--- src/rtl/uart_tx_gen.sv ---
// rtl/uart_tx_gen.sv - UART transmitter with transmit FIFO and baud-tick driven framing
//
// Purpose:
//   Queues words in a small FIFO and serialises them as UART frames:
//   start bit, DATA_W data bits LSB first, optional parity bit, and
//   STOP_BITS stop bits. Every bit interval spans from one clk_en_i tick
//   to the next. Back-to-back frames are sent with no idle gap.
//
// Optional feature (macro UART_TX_BREAK_EN):
//   Adds break_i. While break_i is high the line is held low, the FSM freezes
//   and nothing is popped. After release the FSM returns to IDLE on the next
//   tick. The in-flight frame is dropped; queued words stay queued.
//
// Parameters:
//   DATA_W      data bits per frame (5..9)
//   PARITY_MODE 0 = none, 1 = even, 2 = odd
//   STOP_BITS   stop bits per frame (1 or 2)
//   DEPTH       FIFO entries, power of 2 (2..64)
//
// Ports:
//   clk_i         clock, rising edge
//   resetn_i      synchronous active-low reset
//   clk_en_i      one-cycle baud tick
//   datain_i      word to queue
//   shoot_i       push request
//   break_i       line break request (only with UART_TX_BREAK_EN)
//   uart_tx_o     registered serial line, idle high
//   uart_busy_o   FSM not idle or FIFO non-empty
//   fifo_full_o   FIFO count equals DEPTH
//   fifo_level_o  current FIFO count
//   overflow_o    one-cycle pulse after a push was dropped

module uart_tx_gen #(
  parameter int DATA_W      = 8,
  parameter int PARITY_MODE = 1,
  parameter int STOP_BITS   = 1,
  parameter int DEPTH       = 4
) (
  input  logic                       clk_i,
  input  logic                       resetn_i,
  input  logic                       clk_en_i,
  input  logic [DATA_W-1:0]          datain_i,
  input  logic                       shoot_i,
`ifdef UART_TX_BREAK_EN
  input  logic                       break_i,
`endif
  output logic                       uart_tx_o,
  output logic                       uart_busy_o,
  output logic                       fifo_full_o,
  output logic [$clog2(DEPTH+1)-1:0] fifo_level_o,
  output logic                       overflow_o
);

  localparam int LVL_W = $clog2(DEPTH + 1);
  localparam int PTR_W = $clog2(DEPTH);
  localparam int BIT_W = $clog2(DATA_W);

  typedef enum logic [2:0] {
    S_IDLE,
    S_START,
    S_DATA,
    S_PARITY,
    S_STOP
  } state_t;

  // ---------------------------------------------------------------------
  // Transmit FIFO
  // ---------------------------------------------------------------------
  logic [DATA_W-1:0] mem [DEPTH];
  logic [PTR_W-1:0]  wr_ptr;
  logic [PTR_W-1:0]  rd_ptr;
  logic [LVL_W-1:0]  count;
  logic              full;
  logic              empty;
  logic              push;
  logic              pop;
  logic              overflow_q;
  logic [DATA_W-1:0] head;

  assign full  = (count == LVL_W'(DEPTH));
  assign empty = (count == '0);
  assign head  = mem[rd_ptr];

  // Acceptance looks only at the registered count, so a pop in the same
  // cycle does not make room for a push that arrives while full.
  assign push = shoot_i && !full;

  // Storage carries no reset: its content is only observable through
  // rd_ptr/count, which are reset.
  always_ff @(posedge clk_i) begin
    if (push) begin
      mem[wr_ptr] <= datain_i;
    end
  end

  always_ff @(posedge clk_i) begin
    if (!resetn_i) begin
      wr_ptr     <= '0;
      rd_ptr     <= '0;
      count      <= '0;
      overflow_q <= 1'b0;
    end else begin
      if (push) begin
        wr_ptr <= wr_ptr + 1'b1;
      end
      if (pop) begin
        rd_ptr <= rd_ptr + 1'b1;
      end
      case ({push, pop})
        2'b10:   count <= count + 1'b1;
        2'b01:   count <= count - 1'b1;
        default: count <= count;
      endcase
      overflow_q <= shoot_i && full;
    end
  end

  // ---------------------------------------------------------------------
  // Frame FSM
  // ---------------------------------------------------------------------
  state_t            state_q;
  state_t            state_d;
  logic [DATA_W-1:0] data_q;
  logic [DATA_W-1:0] data_d;
  logic [BIT_W-1:0]  bit_q;
  logic [BIT_W-1:0]  bit_d;
  logic [BIT_W-1:0]  bit_nxt;
  logic              stop_q;
  logic              stop_d;
  logic              tx_q;
  logic              tx_d;
  logic              par_bit;
  logic              last_stop;

`ifdef UART_TX_BREAK_EN
  logic              brk_pend_q;
  logic              brk_pend_d;
`endif

  // Mode 1 makes the total number of ones even, mode 2 makes it odd.
  assign par_bit   = (PARITY_MODE == 2) ? ~(^data_q) : (^data_q);
  assign last_stop = (STOP_BITS == 1) || stop_q;
  assign bit_nxt   = bit_q + 1'b1;

  always_comb begin
    state_d = state_q;
    data_d  = data_q;
    bit_d   = bit_q;
    stop_d  = stop_q;
    tx_d    = tx_q;
    pop     = 1'b0;
`ifdef UART_TX_BREAK_EN
    brk_pend_d = brk_pend_q;
    if (break_i) begin
      // Freeze everything and hold the line low.
      tx_d       = 1'b0;
      brk_pend_d = 1'b1;
    end else if (brk_pend_q) begin
      // Break released: line idles high until the next tick resets the FSM.
      tx_d = 1'b1;
      if (clk_en_i) begin
        state_d    = S_IDLE;
        brk_pend_d = 1'b0;
      end
    end else begin
`endif
    if (clk_en_i) begin
      case (state_q)
        S_IDLE: begin
          if (!empty) begin
            pop     = 1'b1;
            data_d  = head;
            state_d = S_START;
            tx_d    = 1'b0;
          end
        end
        S_START: begin
          state_d = S_DATA;
          bit_d   = '0;
          tx_d    = data_q[0];
        end
        S_DATA: begin
          if (bit_q == BIT_W'(DATA_W - 1)) begin
            if (PARITY_MODE != 0) begin
              state_d = S_PARITY;
              tx_d    = par_bit;
            end else begin
              state_d = S_STOP;
              stop_d  = 1'b0;
              tx_d    = 1'b1;
            end
          end else begin
            bit_d = bit_nxt;
            tx_d  = data_q[bit_nxt];
          end
        end
        S_PARITY: begin
          state_d = S_STOP;
          stop_d  = 1'b0;
          tx_d    = 1'b1;
        end
        S_STOP: begin
          if (last_stop) begin
            // Chain straight into the next start bit when more data waits.
            if (!empty) begin
              pop     = 1'b1;
              data_d  = head;
              state_d = S_START;
              tx_d    = 1'b0;
            end else begin
              state_d = S_IDLE;
              tx_d    = 1'b1;
            end
          end else begin
            stop_d = 1'b1;
          end
        end
        default: begin
          state_d = S_IDLE;
          tx_d    = 1'b1;
        end
      endcase
    end
`ifdef UART_TX_BREAK_EN
    end
`endif
  end

  always_ff @(posedge clk_i) begin
    if (!resetn_i) begin
      state_q <= S_IDLE;
      data_q  <= '0;
      bit_q   <= '0;
      stop_q  <= 1'b0;
      tx_q    <= 1'b1;
    end else begin
      state_q <= state_d;
      data_q  <= data_d;
      bit_q   <= bit_d;
      stop_q  <= stop_d;
      tx_q    <= tx_d;
    end
  end

`ifdef UART_TX_BREAK_EN
  always_ff @(posedge clk_i) begin
    if (!resetn_i) begin
      brk_pend_q <= 1'b0;
    end else begin
      brk_pend_q <= brk_pend_d;
    end
  end
`endif

  assign uart_tx_o    = tx_q;
  assign uart_busy_o  = (state_q != S_IDLE) || !empty;
  assign fifo_full_o  = full;
  assign fifo_level_o = count;
  assign overflow_o   = overflow_q;

endmodule

--- config.mk ---
export PLATFORM = sky130hd
export DESIGN_NAME = uart_tx_gen
export DESIGN_NICKNAME = d
export VERILOG_FILES = /design/src/rtl/uart_tx_gen.sv
export SDC_FILE = /design/constraint.sdc
export NUM_CORES = 1
export LEC_CHECK = 0
export CORE_MARGIN = 2
export CORE_UTILIZATION = 37
export CTS_BUF_LIST = sky130_fd_sc_hd__clkbuf_16
export DETAILED_ROUTE_END_ITERATION = 10
export GPL_TIMING_DRIVEN = 0
export PLACE_DENSITY = 0.58
export SLEW_MARGIN = 20
export SYNTH_ARGS = -nofsm -noshare
export SYNTH_HDL_FRONTEND = slang
export SYNTH_SLANG_ARGS = --single-unit
--- constraint.sdc ---
create_clock -name clk_i -period 2 [get_ports clk_i]
set_input_delay 0.4 -clock clk_i [delete_from_list [all_inputs] [get_ports clk_i]]
set_output_delay 0.4 -clock clk_i [all_outputs]
set_load 0.005 [all_outputs]
-- Word level (Yosys, flattened, before mapping)
Memory sizes are Yosys's and may differ from the RTL's. A register that Yosys moved wholly into a read port is not among the register bits.
Cells that the tools add are included.
- $add $sub $neg: 5
- $lt $le $gt $ge: 1
- equality and inequality tests: 11
- multiplexer cells: 18
- bitwise operators: 1
- reductions and logical operators: 17
- operator list (operator ; number):
    3-bit case mux with 5 select lines ; 1
    3-bit case mux with 2 select lines ; 2
    1-bit 2-to-1 mux ; 10
    3-bit == test, second input constant ; 3
    3-bit 2-to-1 mux ; 3
    3-bit AND reduction ; 3
    8-bit parity ; 1
    3-bit by 1-bit adder with 3-bit output, second input constant ; 2
    3-bit by 2-bit == test with 1-bit output, second input constant ; 2
    3-bit zero test ; 2
    2-bit != test, second input constant ; 3
    2-bit by 1-bit adder with 2-bit output, second input constant ; 2
    3-bit by 4-bit < comparator with 1-bit output, second input constant ; 1
    1-bit case mux with 4 select lines ; 1
    2-bit nonzero test ; 2
    1-bit binary-select mux with 3-bit select ; 1
    3-bit by 1-bit == test with 1-bit output, second input constant ; 1
    1-bit zero test ; 3
    3-bit nonzero test ; 1
    3-bit by 1-bit subtractor with 3-bit output, second input constant ; 1
    2-bit by 1-bit == test with 1-bit output, second input constant ; 1
    2-bit == test, second input constant ; 1
    1-bit logical AND ; 2
    2-bit AND reduction ; 1
    3 further kinds ; 3
- flip-flop bits (word level): 15
- bits in writable memories: 32
- bits of input ports: 12
- output and inout bits: 7
- word-level logic and storage cells: 61
- memories: 1
- memories (memory ; depth ; width ; rd ports ; clocked after memory_dff ; write ports ; line ; source):
    mem ; 4 ; 8 ; 1 ; 1 ; 1 ; 69 ; logic [DATA_W-1:0] mem [DEPTH];

-- Logic depth before layout (Yosys ltp)
- depth after elaboration: 6
- depth in mapped cells: 11
- gate-level depth less buffers: 10

-- Worst setup path before layout
OpenSTA, ideal clock, no wires.
- kind: reg2reg
- start point: reg count[0] (netlist: fifo_level_o[0])
- end point: reg count[2] (netlist: fifo_level_o[2])
- setup time: 0.076 ns
- arrival: 2.132 ns
- data required time: 1.924 ns
- setup slack: -0.207 ns
- cell stages (with the launch flop): 12
- buffers on the path: 1
- period minus slack after synthesis: 2.207 ns
- path through: dfxtp_1 nor3_2 nor3_2 nand2_4 inv_2 buf_6 ha_1 inv_1 fa_1 xor2_1 or3_1 a21boi_0
- word-level cells in the longest chain between the ends: 6
- elaborated cells on any way between the ends: 13
- those cells by class: add/sub (2); eq/ne (3); mux (4); reduce/logical (4)
- ends and longest elaborated chain (element ; line ; source):
    from (decl) ; 72 ; logic [LVL_W-1:0] count;
    from (signal assigned) ; 110 ; 2'b10: count <= count + 1'b1;
    from (signal assigned) ; 111 ; 2'b01: count <= count - 1'b1;
    from (signal assigned) ; 112 ; default: count <= count;
    3-bit zero test * ; 81 ; assign empty = (count == '0);
    1-bit 2-to-1 mux * ; 170, 205 ;
    1-bit 2-to-1 mux * ; - ;
    1-bit 2-to-1 mux * ; 167 ; if (clk_en_i) begin
    net pop ; 76 ; logic pop;
    2-bit by 1-bit == test with 1-bit output / 2-bit == test (equally long branches) ; 109 ; case ({push, pop})
    3-bit case mux with 2 select lines / 2-bit nonzero test (equally long branches) ; - ;
The timed path passes the listed nets; every way through them passes the cells marked *.
A chain may end at the register's enable or synchronous reset.

-- Worst setup path in the final report
- start point: reg count[1] (netlist: fifo_level_o[1])
- end point: reg count[2] (netlist: fifo_level_o[2])
The elaborated chain is that of the path after synthesis.

==> impl_metrics.env <==
export IMPL_place_gp_congestion=0.6996
export IMPL_drv_slew=0
export IMPL_rsz0062_at_grt="yes"
export IMPL_cts_buffer_depth=2
export IMPL_synth_net_count=209
export IMPL_die_h_um=85.41
export IMPL_min_path_type="in2reg"
export IMPL_clock_latency_ns=0.29
export IMPL_setup_violations=0
export IMPL_finClkSkew_ns=0.003363
export IMPL_grt_pass1_wl_mm=6.610
export IMPL_synth_cells=189
export IMPL_cp_arrival_ns=2.22
export IMPL_met3_length_um=107
export IMPL_fin_crit_ns=1.995
export IMPL_worstSetupStartpointType="register"
export IMPL_numCtsBuffers=5
export IMPL_crit_path_max_fanout=5
export IMPL_hold_end="bit_q[0]"
export IMPL_relSlewSlack=0.6441
export IMPL_m1WireLength_mm=1.870
export IMPL_initial_core_util=0.3840
export IMPL_row_count=29
export IMPL_grt_antenna_before_repair=0
export IMPL_hold_start="clk_en_i"
export IMPL_synth_edff_count=32
export IMPL_finalNetCount=236
export IMPL_die_x_um=85.41
export IMPL_syn_avg_cell_area_um2=12.98
export IMPL_ys_ff_latch=55
export IMPL_finalCritPeriodShare=0.9974
export IMPL_drtIter0Drc=51
export IMPL_crit_type="reg2reg"
export IMPL_drive_gt1_frac=0.1935
export IMPL_instances_no_fill=294
export IMPL_fillers=584
export IMPL_post_drt_wl_per_cell_um=13.68
export IMPL_fin_tns_setup_ns=0
export IMPL_peakVddDrop_mv=0.5895
export IMPL_cts_sinks=55
export IMPL_placed_cells=283
export IMPL_cts_tree="built"
export IMPL_r2r_start="fifo_level_o[1]"
export IMPL_reg2reg_slack_ns=0.005
export IMPL_io_buffers=17
export IMPL_power_density_cell_area_nw_per_um2=1203
export IMPL_antenna_cells=0
export IMPL_synth_warnings=0
export IMPL_vias=1436
export IMPL_syn_to_final_growth_pct=20.46
export IMPL_totalWireLength_mm=4.023
export IMPL_clk_pin_slew_ns=0.07
export IMPL_drc=0
export IMPL_htree_levels=2
export IMPL_via_per_inst=4.884
export IMPL_met2_length_mm=1.979
export IMPL_drtPass1Iterations=4
export IMPL_worstPathRequired_ns=2.22
export IMPL_cp_startpoint="fifo_level_o[1]"
export IMPL_leakage_uw=0.001034
export IMPL_status="finished clean"
export IMPL_max_freq_ghz=0.5013
export IMPL_crit_path_end_kind="register"
export IMPL_hold_viol_final=0
export IMPL_regArea_um2=1433
export IMPL_highest_signal_layer="met4"
export IMPL_track_usage=0.1182
export IMPL_async_reset_ff_frac=0
export IMPL_floorplan_io_pins=19
export IMPL_worst_hold_slack_ns=0.4520
export IMPL_die_area_um2=7295
export IMPL_dpl_hpwl_mm=2.759
export IMPL_max_cap_viol_count=0
export IMPL_grt_max_degree=19
export IMPL_root_buffer="clkbuf_16"
export IMPL_ant_nets=0
export IMPL_yosysUniqueCellTypes=42
export IMPL_r2r_end="fifo_level_o[2]"
export IMPL_worstMarginPinSlew_ns=0.5339
export IMPL_grt_ovfl_total=0
export IMPL_multi_input_area_um2=1005
export IMPL_hold_depth=3
export IMPL_reg2reg_depth=11
export IMPL_core_um2=6386
export IMPL_postLayoutCoreUtil=0.4626
export IMPL_first_global_vias=1381
export IMPL_ys_seq_area_frac=0.5796
export IMPL_synth_top_flop_cell="edfxtp_1"
export IMPL_syn_area_um2=2452
cell families after synthesis:
kind of cell / synth area share
muxes: 0.09081
buffers and inverters: 0.03010
AOI/OAI and AO/OA: 0.07806
adders and majority gates: 0.04388
and+or+nand+nor: 0.1347
xor gates and xnor gates: 0.04286
DFF: 0.5796
Yosys cell counts, types with 3 or more instances:
cell	count	area, um2
a21boi_0	3	22.52
a21boi_1	10	75.07
and2_1	7	43.79
and3_1	5	31.28
dfxtp_1	23	460.4
edfxtp_1	32	960.9
ha_1	7	87.58
inv_1	8	30.03
mux4_2	9	202.7
nand2_1	26	97.59
nand3b_1	3	22.52
nor2_1	3	11.26
nor2b_1	4	25.02
o21ai_0	4	20.02
xnor2_1	9	78.83
xor2_1	3	26.28
critical path, stage by stage (launching register included):
cell and delay [ns]:
dfxtp_2 0.40, nor3_4 0.07, nor3_4 0.17, nand2_4 0.07, inv_2 0.06, buf_6 0.09
ha_4 0.12, inv_1 0.05, fa_2 0.33, xor2_1 0.15, or3_1 0.30, a21boi_1 0.12
flip-flops by register name, summed over array words and instances (netlist names):
| signal | flops |
|---|---|
| bit_q | 3 |
| data_q | 8 |
| fifo_level_o | 3 |
| mem | 32 |
| overflow_o | 1 |
| rd_ptr | 2 |
| state_q | 3 |
| uart_tx_o | 1 |
| wr_ptr | 2 |
where the power goes:
part	switching [uW]	leakage [uW]	internal, uW
Sequential	134	0.000484	1390
Combinational	517	0.000476	645
Clock	401	0.0000734	471
per-stage QoR:
step	setup slack (ns)	power, uW	cell area, um2
after floorplan	-0.05519	2296	2474
after global placement	-0.3548	2601	2740
after detailed placement	-0.3695	2617	2740
after CTS	-0.04206	3568	2923
after global routing	-0.1384	3784	2954
final	0.005153	3554	2954
worst max-delay path by stage:
stage / slack (ns) / cells after the start / endpoint
6_report: 0.005 / 11 / fifo_level_o[2]
4_1_cts: -0.04 / 3 / uart_busy_o
3_5_place_dp: -0.37 / 9 / fifo_level_o[2]
5_1_grt: -0.14 / 11 / fifo_level_o[2]
2_1_floorplan: -0.06 / 11 / fifo_level_o[2]
3_3_place_gp: -0.35 / 9 / fifo_level_o[2]
cells in the final DEF (no fill, tap or decap), types with 2 or more instances in the layout:
cell type,netlist,layout
a31oi_1,2,2
nand3_1,2,2
o21ai_0,4,3
dfxtp_4,0,2
and2_4,1,2
inv_1,8,7
clkbuf_16,0,5
dfxtp_2,0,3
and3_1,5,5
ha_1,7,5
nand3b_1,3,3
nand2b_1,2,2
o21ai_1,1,2
and2_1,7,6
clkdlybuf4s50_1,0,16
dfxtp_1,23,18
mux2i_1,2,2
edfxtp_1,32,32
nand2_1,26,25
xor2_1,3,3
a21boi_1,10,11
nor3_4,0,2
nor2_1,3,2
buf_4,1,5
xnor2_1,9,9
a21boi_0,3,2
clkbuf_1,2,2
nor2b_1,4,4
inv_2,1,2
ha_4,0,2
mux4_2,9,9
cell type report:
cell class	instances	area share
Tap cell	77	0.03261
Clock inverter	3	0.008047
Multi-Input combinational cell	118	0.3401
Buffer	6	0.01186
Timing Repair Buffer	21	0.06861
Clock buffer	5	0.04235
Sequential cell	55	0.4850
Inverter	9	0.01144
metal layers:
layer,vias up,track usage
met5,-,0
met4,0,0.05195
met3,7,0.02626
met2,15,0.1967
met1,688,0.1476
li1,726,-
repair_timing:
item,in CTS,in global routing
resized for setup,7,5
buffers inserted,3,1
pin swaps,2,0
setup endpoints to repair,2,4
hold buffers,0,0
No activity file was read; power rests on OpenSTA's default activity.
